`src/rtl/switch_pkg.sv`:
```
// rtl/switch_pkg.sv - shared switch types and constants
//
// Purpose: port/target geometry of the 4-port switch and the default
//          buffered packet record used by ingress buffering.
// Contents:
//   NUM_PORTS, PORT_ID_W, TARGET_W : switch geometry
//   PKT_DATA_W                     : default payload width (8)
//   pkt_t                          : {source, target, data} packet record
package switch_pkg;

  localparam int NUM_PORTS  = 4;
  localparam int PORT_ID_W  = 2;
  localparam int TARGET_W   = 4;
  localparam int PKT_DATA_W = 8;

  typedef struct packed {
    logic [PORT_ID_W-1:0]  source;
    logic [TARGET_W-1:0]   target;
    logic [PKT_DATA_W-1:0] data;
  } pkt_t;

  // Number of destinations named by a target mask (0..TARGET_W).
  function automatic logic [2:0] target_count(input logic [TARGET_W-1:0] mask);
    logic [2:0] n;
    n = '0;
    for (int i = 0; i < TARGET_W; i++) begin
      n = n + {2'b00, mask[i]};
    end
    return n;
  endfunction

endpackage

```
`src/rtl/ingress_fifo.sv`:
```
// rtl/ingress_fifo.sv - single-clock packet FIFO with occupancy counter
//
// Purpose: synchronous FIFO of packet records for the ingress stage.
// Ports:
//   clk, rst          : clock, synchronous active-high reset
//   push_i, wdata_i   : write request and entry (ignored while full)
//   pop_i             : remove head entry (ignored while empty)
//   rdata_o           : head entry, read from registered read pointer
//   full_o, empty_o   : occupancy flags from the registered level
//   level_o           : number of entries held
module ingress_fifo
  import switch_pkg::*;
#(
  parameter int  DEPTH = 8,
  parameter type T     = pkt_t
) (
  input  logic                       clk,
  input  logic                       rst,
  input  logic                       push_i,
  input  T                           wdata_i,
  input  logic                       pop_i,
  output T                           rdata_o,
  output logic                       full_o,
  output logic                       empty_o,
  output logic [$clog2(DEPTH+1)-1:0] level_o
);

  localparam int AW = $clog2(DEPTH);
  localparam int LW = $clog2(DEPTH+1);

  T                mem_q [DEPTH];
  logic [AW-1:0]   wr_ptr_q, wr_ptr_d;
  logic [AW-1:0]   rd_ptr_q, rd_ptr_d;
  logic [LW-1:0]   level_q, level_d;
  logic            do_push, do_pop;

  assign full_o  = (level_q == LW'(DEPTH));
  assign empty_o = (level_q == '0);
  assign level_o = level_q;
  assign rdata_o = mem_q[rd_ptr_q];

  // Flags come from registered state, so a same-cycle pop never frees
  // room for a push while full.
  assign do_push = push_i && !full_o;
  assign do_pop  = pop_i && !empty_o;

  always_comb begin
    wr_ptr_d = wr_ptr_q;
    rd_ptr_d = rd_ptr_q;
    level_d  = level_q;
    // DEPTH is a power of two, so pointers wrap by plain overflow.
    if (do_push) wr_ptr_d = wr_ptr_q + AW'(1);
    if (do_pop)  rd_ptr_d = rd_ptr_q + AW'(1);
    if (do_push && !do_pop) begin
      level_d = level_q + LW'(1);
    end else if (do_pop && !do_push) begin
      level_d = level_q - LW'(1);
    end
  end

  always_ff @(posedge clk) begin
    if (rst) begin
      wr_ptr_q <= '0;
      rd_ptr_q <= '0;
      level_q  <= '0;
    end else begin
      wr_ptr_q <= wr_ptr_d;
      rd_ptr_q <= rd_ptr_d;
      level_q  <= level_d;
    end
  end

  // Storage needs no reset: contents are only observed through level.
  always_ff @(posedge clk) begin
    if (do_push) begin
      mem_q[wr_ptr_q] <= wdata_i;
    end
  end

endmodule

```
`src/rtl/switch_ingress_stage.sv`:
```
// rtl/switch_ingress_stage.sv - per-port ingress buffer with multicast head service
//
// Purpose: accepts packets from one external port, buffers them, presents the
//          head to the fabric which serves targets individually, and keeps
//          saturating accept/drop statistics.
// Ports:
//   clk, rst                          : clock, synchronous active-high reset
//   valid_in, source_in, target_in,
//   data_in                           : incoming packet
//   out_valid, out_source, out_target,
//   out_data                          : head packet; out_target = unserved targets
//   ack_mask                          : targets served by the fabric this cycle
//   fifo_full, fifo_empty, level      : buffer occupancy
//   clr_stats                         : zero all statistics counters
//   acc_pkts, drop_pkts, drop_targets : saturating statistics
module switch_ingress_stage
  import switch_pkg::*;
#(
  parameter int DEPTH  = 8,
  parameter int DATA_W = 8,
  parameter int CNT_W  = 16
) (
  input  logic                       clk,
  input  logic                       rst,
  input  logic                       valid_in,
  input  logic [PORT_ID_W-1:0]       source_in,
  input  logic [TARGET_W-1:0]        target_in,
  input  logic [DATA_W-1:0]          data_in,
  output logic                       out_valid,
  output logic [PORT_ID_W-1:0]       out_source,
  output logic [TARGET_W-1:0]        out_target,
  output logic [DATA_W-1:0]          out_data,
  input  logic [TARGET_W-1:0]        ack_mask,
  output logic                       fifo_full,
  output logic                       fifo_empty,
  output logic [$clog2(DEPTH+1)-1:0] level,
  input  logic                       clr_stats,
  output logic [CNT_W-1:0]           acc_pkts,
  output logic [CNT_W-1:0]           drop_pkts,
  output logic [CNT_W-1:0]           drop_targets
);

  localparam int SUM_W = CNT_W + 1;
  localparam logic [CNT_W-1:0] CNT_MAX = '1;

  // Same layout as pkt_t, but with the payload width of this instance.
  typedef struct packed {
    logic [PORT_ID_W-1:0] source;
    logic [TARGET_W-1:0]  target;
    logic [DATA_W-1:0]    data;
  } entry_t;

  entry_t               wr_entry;
  entry_t               head;
  logic                 accept;
  logic                 drop;
  logic                 pop;
  logic [TARGET_W-1:0]  cur_rem;
  logic [TARGET_W-1:0]  rem_q, rem_d;
  logic                 rem_vld_q, rem_vld_d;
  logic [CNT_W-1:0]     acc_q, acc_d;
  logic [CNT_W-1:0]     drop_q, drop_d;
  logic [CNT_W-1:0]     dtgt_q, dtgt_d;
  logic [SUM_W-1:0]     dtgt_sum;

  // ---------------------------------------------------------------------
  // Accept / drop decode
  // ---------------------------------------------------------------------
  assign accept = valid_in && !fifo_full && (target_in != '0);
  assign drop   = valid_in && !accept;

  assign wr_entry = '{source: source_in, target: target_in, data: data_in};

  ingress_fifo #(
    .DEPTH (DEPTH),
    .T     (entry_t)
  ) u_fifo (
    .clk     (clk),
    .rst     (rst),
    .push_i  (accept),
    .wdata_i (wr_entry),
    .pop_i   (pop),
    .rdata_o (head),
    .full_o  (fifo_full),
    .empty_o (fifo_empty),
    .level_o (level)
  );

  // ---------------------------------------------------------------------
  // Head service
  // ---------------------------------------------------------------------
  // rem_vld_q clear means the head has just arrived and nothing has been
  // served yet, so its full stored target mask is the remaining set. This
  // loads the remaining mask without peeking at the entry behind the head.
  assign out_valid = !fifo_empty;
  assign cur_rem   = rem_vld_q ? rem_q : head.target;

  // Stray ack bits outside the remaining set fall out of the AND.
  assign pop = out_valid && ((cur_rem & ~ack_mask) == '0);

  always_comb begin
    rem_d     = '0;
    rem_vld_d = 1'b0;
    if (out_valid && !pop) begin
      rem_d     = cur_rem & ~ack_mask;
      rem_vld_d = 1'b1;
    end
  end

  always_ff @(posedge clk) begin
    if (rst) begin
      rem_q     <= '0;
      rem_vld_q <= 1'b0;
    end else begin
      rem_q     <= rem_d;
      rem_vld_q <= rem_vld_d;
    end
  end

  // Head fields read as zero while the buffer is empty.
  assign out_source = out_valid ? head.source : '0;
  assign out_target = out_valid ? cur_rem     : '0;
  assign out_data   = out_valid ? head.data   : '0;

  // ---------------------------------------------------------------------
  // Saturating statistics
  // ---------------------------------------------------------------------
  // One spare bit catches overflow of the popcount add.
  assign dtgt_sum = {1'b0, dtgt_q} + SUM_W'(target_count(target_in));

  always_comb begin
    acc_d  = acc_q;
    drop_d = drop_q;
    dtgt_d = dtgt_q;
    if (clr_stats) begin
      acc_d  = '0;
      drop_d = '0;
      dtgt_d = '0;
    end else begin
      if (accept && (acc_q != CNT_MAX)) begin
        acc_d = acc_q + CNT_W'(1);
      end
      if (drop) begin
        if (drop_q != CNT_MAX) begin
          drop_d = drop_q + CNT_W'(1);
        end
        dtgt_d = dtgt_sum[CNT_W] ? CNT_MAX : dtgt_sum[CNT_W-1:0];
      end
    end
  end

  always_ff @(posedge clk) begin
    if (rst) begin
      acc_q  <= '0;
      drop_q <= '0;
      dtgt_q <= '0;
    end else begin
      acc_q  <= acc_d;
      drop_q <= drop_d;
      dtgt_q <= dtgt_d;
    end
  end

  assign acc_pkts     = acc_q;
  assign drop_pkts    = drop_q;
  assign drop_targets = dtgt_q;

endmodule

```
`config.mk`:
```
export PLATFORM = sky130hd
export DESIGN_NAME = switch_ingress_stage
export DESIGN_NICKNAME = d
export VERILOG_FILES = /design/src/rtl/switch_pkg.sv /design/src/rtl/ingress_fifo.sv /design/src/rtl/switch_ingress_stage.sv
export SDC_FILE = /design/constraint.sdc
export NUM_CORES = 1
export LEC_CHECK = 0
export CAP_MARGIN = 30
export CORE_AREA = 2 2 132 134
export DETAILED_ROUTE_END_ITERATION = 16
export DIE_AREA = 0 0 134 136
export HOLD_SLACK_MARGIN = 0.12
export PLACE_DENSITY = 0.77
export SYNTH_ARGS = -nofsm -noshare
export SYNTH_HDL_FRONTEND = slang
export SYNTH_SLANG_ARGS = --single-unit
```
`constraint.sdc`:
```
create_clock -name clk -period 3.4 [get_ports clk]
set_input_delay 0.85 -clock clk [delete_from_list [all_inputs] [get_ports clk]]
set_output_delay 0.85 -clock clk [all_outputs]
set_load 0.01 [all_outputs]
```
# == Yosys cells after proc, flatten, opt, wreduce, memory -nomap -nowiden ==
# Memory sizes are Yosys's and may differ from the RTL's. A register that Yosys moved wholly into a read port is not among the register bits.
# Index checks and enable logic that the tools add are counted.
# word_totals
wordCells,60
mem_bits_rw,112
register_bits,63
n_memories,1
output_inout_bits,69
# op_classes
addsub,10
mux,12
n_reduce_logical,23
n_eq_ne,3
bitwise_logic,3
# mem_list
memory,depth,word_bits,read_ports,rd_ports_with_merged_regs,wr,line,text
u_fifo.mem_q,8,14,1,1,1,ingress_fifo.sv:31,T mem_q [DEPTH];
# ops
cell,n
$add A16 B1 Y16 const B,2
$ne A16 B16 Y1 const B,2
$add A16 B3 Y17,1
$mux W16,1
$mux W4,4
$logic_and A1 B1 Y1,10
$logic_not A4 Y1,2
$mux W8,1
$add A3 B1 Y3 const B,2
$logic_not A1 Y1,6
$mux W3,2
$add A4 B1 Y4 const B,1
$and A4 B4 Y4,1
$eq A4 B4 Y1 const B,1
$not A4 Y4,1
$reduce_bool A4 Y1,1
$reduce_or A2 Y1,2
$sub A4 B1 Y4 const B,1
$add A2 B1 Y3,1
$add A3 B1 Y3,1
$mux W1,3
$add A1 B1 Y2,1
$mux W2,1
$reduce_and A2 Y1,1
2 further kinds,2

# == Longest topological paths before layout ==
# logic_depth
ltp_word,9
depth_mapped,16

# == By module ==
# From an unflattened synthesis, not the netlist that was laid out.
# hier_totals
hier_cells,596
hier_area_um2,8035.2
# by_module_without_submodules
module,cells_per_inst,area_per_inst_um2,n_inst
ingress_fifo,234,4958.5,1
switch_ingress_stage,362,3076.7,1

# == Least setup slack after synthesis ==
# OpenSTA, ideal clock, no wires.
# synth_path
path_kind,input to register
startpoint,input target_in[0]
endpoint,memory u_fifo.mem_q[0][0] (netlist bit) (enable)
stages,5
arrival_ns,2.894
slack_ns,0.084
path_cell_list,inv_1 -> ha_1 -> or3b_2 -> nand3_1 -> nor4_1
# synth_between
elab_chain_len,5
# synth_rtl
element,line,text
start: declaration,switch_ingress_stage.sv:27,"input logic [TARGET_W-1:0] target_in,"
$reduce_bool A4 Y1,switch_ingress_stage.sv:69,assign accept = valid_in && !fifo_full && (target_in != '0);
$logic_and A1 B1 Y1,switch_ingress_stage.sv:69,
$logic_and A1 B1 Y1,ingress_fifo.sv:44,assign do_push = push_i && !full_o;
$mux W1,ingress_fifo.sv:75,if (do_push) begin
$mux W1 (implied by the code),ingress_fifo.sv:76,mem_q[wr_ptr_q] <= wdata_i;
end: declaration,ingress_fifo.sv:31,
# Every way passes these cells.

# == Final worst setup path ==
# layout_path
startpoint,input target_in[0]
endpoint,register dtgt_q[12] (netlist: drop_targets[12])
# layout_between
elab_chain_len,5
elab_cells_between_ends,9
cone_classes,add/sub: 4; mux: 1; reduce/logical: 4
# layout_rtl
element,line,text
$add A1 B1 Y2,switch_pkg.sv:27,"n = n + {2'b00, mask[i]};"
$add A2 B1 Y3,switch_pkg.sv:27,
$add A3 B1 Y3,switch_pkg.sv:27,
$add A16 B3 Y17,switch_ingress_stage.sv:129,"assign dtgt_sum = {1'b0, dtgt_q} + SUM_W'(target_count(target_in));"
$mux W16,switch_ingress_stage.sv:147,dtgt_d = dtgt_sum[CNT_W] ? CNT_MAX : dtgt_sum[CNT_W-1:0];
end signal: assignment,switch_ingress_stage.sv:160,dtgt_q <= dtgt_d;
end: declaration,switch_ingress_stage.sv:63,"logic [CNT_W-1:0] dtgt_q, dtgt_d;"
# Several ways; a longest one is shown, not always the timed one.
# A chain may end at the register's enable or synchronous reset.

==> metrics <==
status complete, no violations; slowest CP cell fa_1; Unique masters post-synth 49; critical path required time 3680 ps; Startpoint Class input port; DP Area 8920 um2; Pins Over Slew Limit 0; synth top area cells edfxtp_1 (45%), dfxtp_1 (18%), mux4_2 (6.0%); final hold violation count 0; vias in the first global route 5206; H-tree depth 4; worst slack at placement -308 ps; maxcap violations 0; synthesized flop and latch total 178; Clock Latency Late Sink between 400 and 500 ps; I/O pins 91; leading area contributor after synthesis edfxtp_1; ys flop type edfxtp_1; hold endpoint u_fifo.rd_ptr_q[2]; delay-heaviest family, CP adder cells; die width 134 um; Syn Inst Count 568; clock power share 32.0%; CP Launch Point target_in[0]; Post-synth EDFFs 112; sequential power share 42.3%; Crit Path Max Fanout 4; Rel. slew slack 39.7%; Comb pwr share 25.6%; Worst Skew 11.9 ps; initial antenna violation count 0; Yosys top cell area share 45.2%; share of cells above drive strength 1 15.6%; Synth Area per Inst 13.1 um2; total CTS buffers 17; syn_nets 603; Routed Antenna Nets 0; Detailed Routing Iterations Pass 1 5; hold path start u_fifo.rd_ptr_q[2]; leakage 3.15 nW; Final setup viols 0; sequential share of the synthesized area a little over three fifths; Num Clock Sinks 178; area grow syn2layout 27.6%; HP Class flip-flop to flip-flop; CP cell instances clkdlybuf4s50_1 -> buf_4 -> fa_1 -> inv_1 -> fa_1 -> inv_1 -> fa_2 -> nand2_1 -> or3_4 -> nor2_1 -> mux2i_1 -> nor2_1; Reg clk slew, reported paths 70 ps; internal power roughly 4.2 mW; routability-driven placement congestion ratio approximately 0.87; Worst R2R End u_fifo.level_o[3]; f_max 306 MHz; Post-CTS Repair Setup Buffers 0; count leader, synth edfxtp_1; Final Util a little under three fifths; fill count 1324; Finished Layout Cells 935; wirelength, routed 16.4 mm; Nets between 700 and 800; vias per cell 5.41; die area 18200 um2; starting density of the core 44.1%; Final Cycle Share 96.3%; post-layout minimum cycle time 3270 ps; overall die height around 140 um; Worst Setup Slack, final about 130 ps; global route overflow 0; unrepaired setup endpoints after global routing false; initial drt markers 283; first-pass GRT wire length 26.9 mm; CP Class input port to flip-flop; DP Cell Count about 900; overall power 5.93 mW; largest net degree at the start of global routing 49; area occupied by multi-input gates 2670 um2; total net switching power 1.68 mW; diode count 0; PortBufs 90; CTS root buf clkbuf_16; Post-route DRC 0; routed wire length per instance 17.6 um; design area between 9000 and 10000 um2; worst-margin pin slew 891 ps; CTS Hold Bufs 0; dpl hpwl 11.2 mm; Rows 48; Buf/Inv on CP 4; CP Data Arrival Time between 3000 and 4000 ps; clock buffer depth 2; sw frac 28.4%; commonest cells in the netlist edfxtp_1 (112), nor2_1 (69), dfxtp_1 (66), nand2_1 (35), mux2i_1 (32); pwr/cell area 624 nW/um2; core area 16900 um2; Setup crit end kind flip-flop; Worst path max stage delay 550 ps; Syn. warnings 0; via count 5061; R2R depth 15; Hold Crit Depth 2; VDD IR-drop max 0.434 mV; total track usage 19.1%; area of the mapped netlist about 7400 um2; Reg area 4690 um2; post_cts resized 1; async set or reset register ratio after synthesis 0%; Reg2Reg Setup Slack between 200 and 250 ps; CTS tree done
cell type report:
cell class	instances	area share (%)
Timing Repair Buffer	131	13.1
Multi-Input combinational cell	356	28.1
Tap cell	225	2.96
Sequential cell	178	49.3
Clock inverter	13	1.47
Inverter	14	0.553
Clock buffer	18	4.51
kinds of logic (layout without fill, tap and decap cells):
| kind of cell | after synthesis | count (layout) | synth area share, % |
|---|---|---|---|
| AND/OR/NAND/NOR | 194 | 194 | 13.1 |
| flip-flops | 178 | 178 | 62.9 |
| AO/OA/AOI/OAI | 62 | 62 | 5.17 |
| multiplexers | 52 | 52 | 10.3 |
| XOR/XNOR | 35 | 35 | 4.12 |
| buffers and inverters | 34 | 176 | 1.83 |
| adder cells (fa/ha/maj) | 13 | 13 | 2.59 |
layer usage:
layer  vias to the layer above  global-route usage [%]  part of all wire [%]
li1                       2371                       -                     -
met2                       157                    32.5                    50
met3                        23                    5.78                   6.1
met4                         0                    7.09                   1.8
met1                      2510                    22.8                    42
met5                         -                       0                     0
tightest hold or removal path, stage by stage (launching register included):
cell	delay, ps
dfxtp_1	310
o21ai_0	70
a21oi_1	80
layout by cell type, fill, tap and decap left out, drive strengths merged, types with 20 or more instances in the layout:
master and count:
mux4 20, buf 41, edfxtp 112, nand2 35, dfxtp 66, inv 24
a21oi 30, nor2 69, clkdlybuf4s50 90, mux2i 32
stage by stage:
stage               TNS, ps  hold slack (ps)
floorplan                 0              459
global placement      -2080              477
detailed placement    -2350              490
CTS                       0              508
global route              0              527
finish                    0              513
power by group through the flow:
stage	sequential, mW	clock (mW)	combinational (mW)
after floorplan	2.52	0	0.886
after global placement	2.54	0	1.47
after detailed placement	2.56	0	1.50
after CTS	2.51	1.94	1.52
after global routing	2.53	2.04	1.66
final	2.51	1.90	1.52
worst max path at each step:
stage	end	slack [ps]	depth (start not counted)
floorplan	u_fifo.mem_q[0][0]	80	5
global placement	drop_targets[12]	-250	12
detailed placement	u_fifo.level_o[3]	-310	14
CTS	out_data[1]	40	5
global route	drop_targets[12]	6	12
finish	drop_targets[12]	130	12
sequential cells by signal, summed over array words and instances (netlist names), 3 cells and up, named ones only:
signal and flops:
drop_pkts 16, u_fifo.rd_ptr_q 3, rem_q 4, u_fifo.level_o 4
drop_targets 16, u_fifo.mem_q 112, u_fifo.wr_ptr_q 3, acc_pkts 16
No activity file was read; power rests on OpenSTA's default activity.
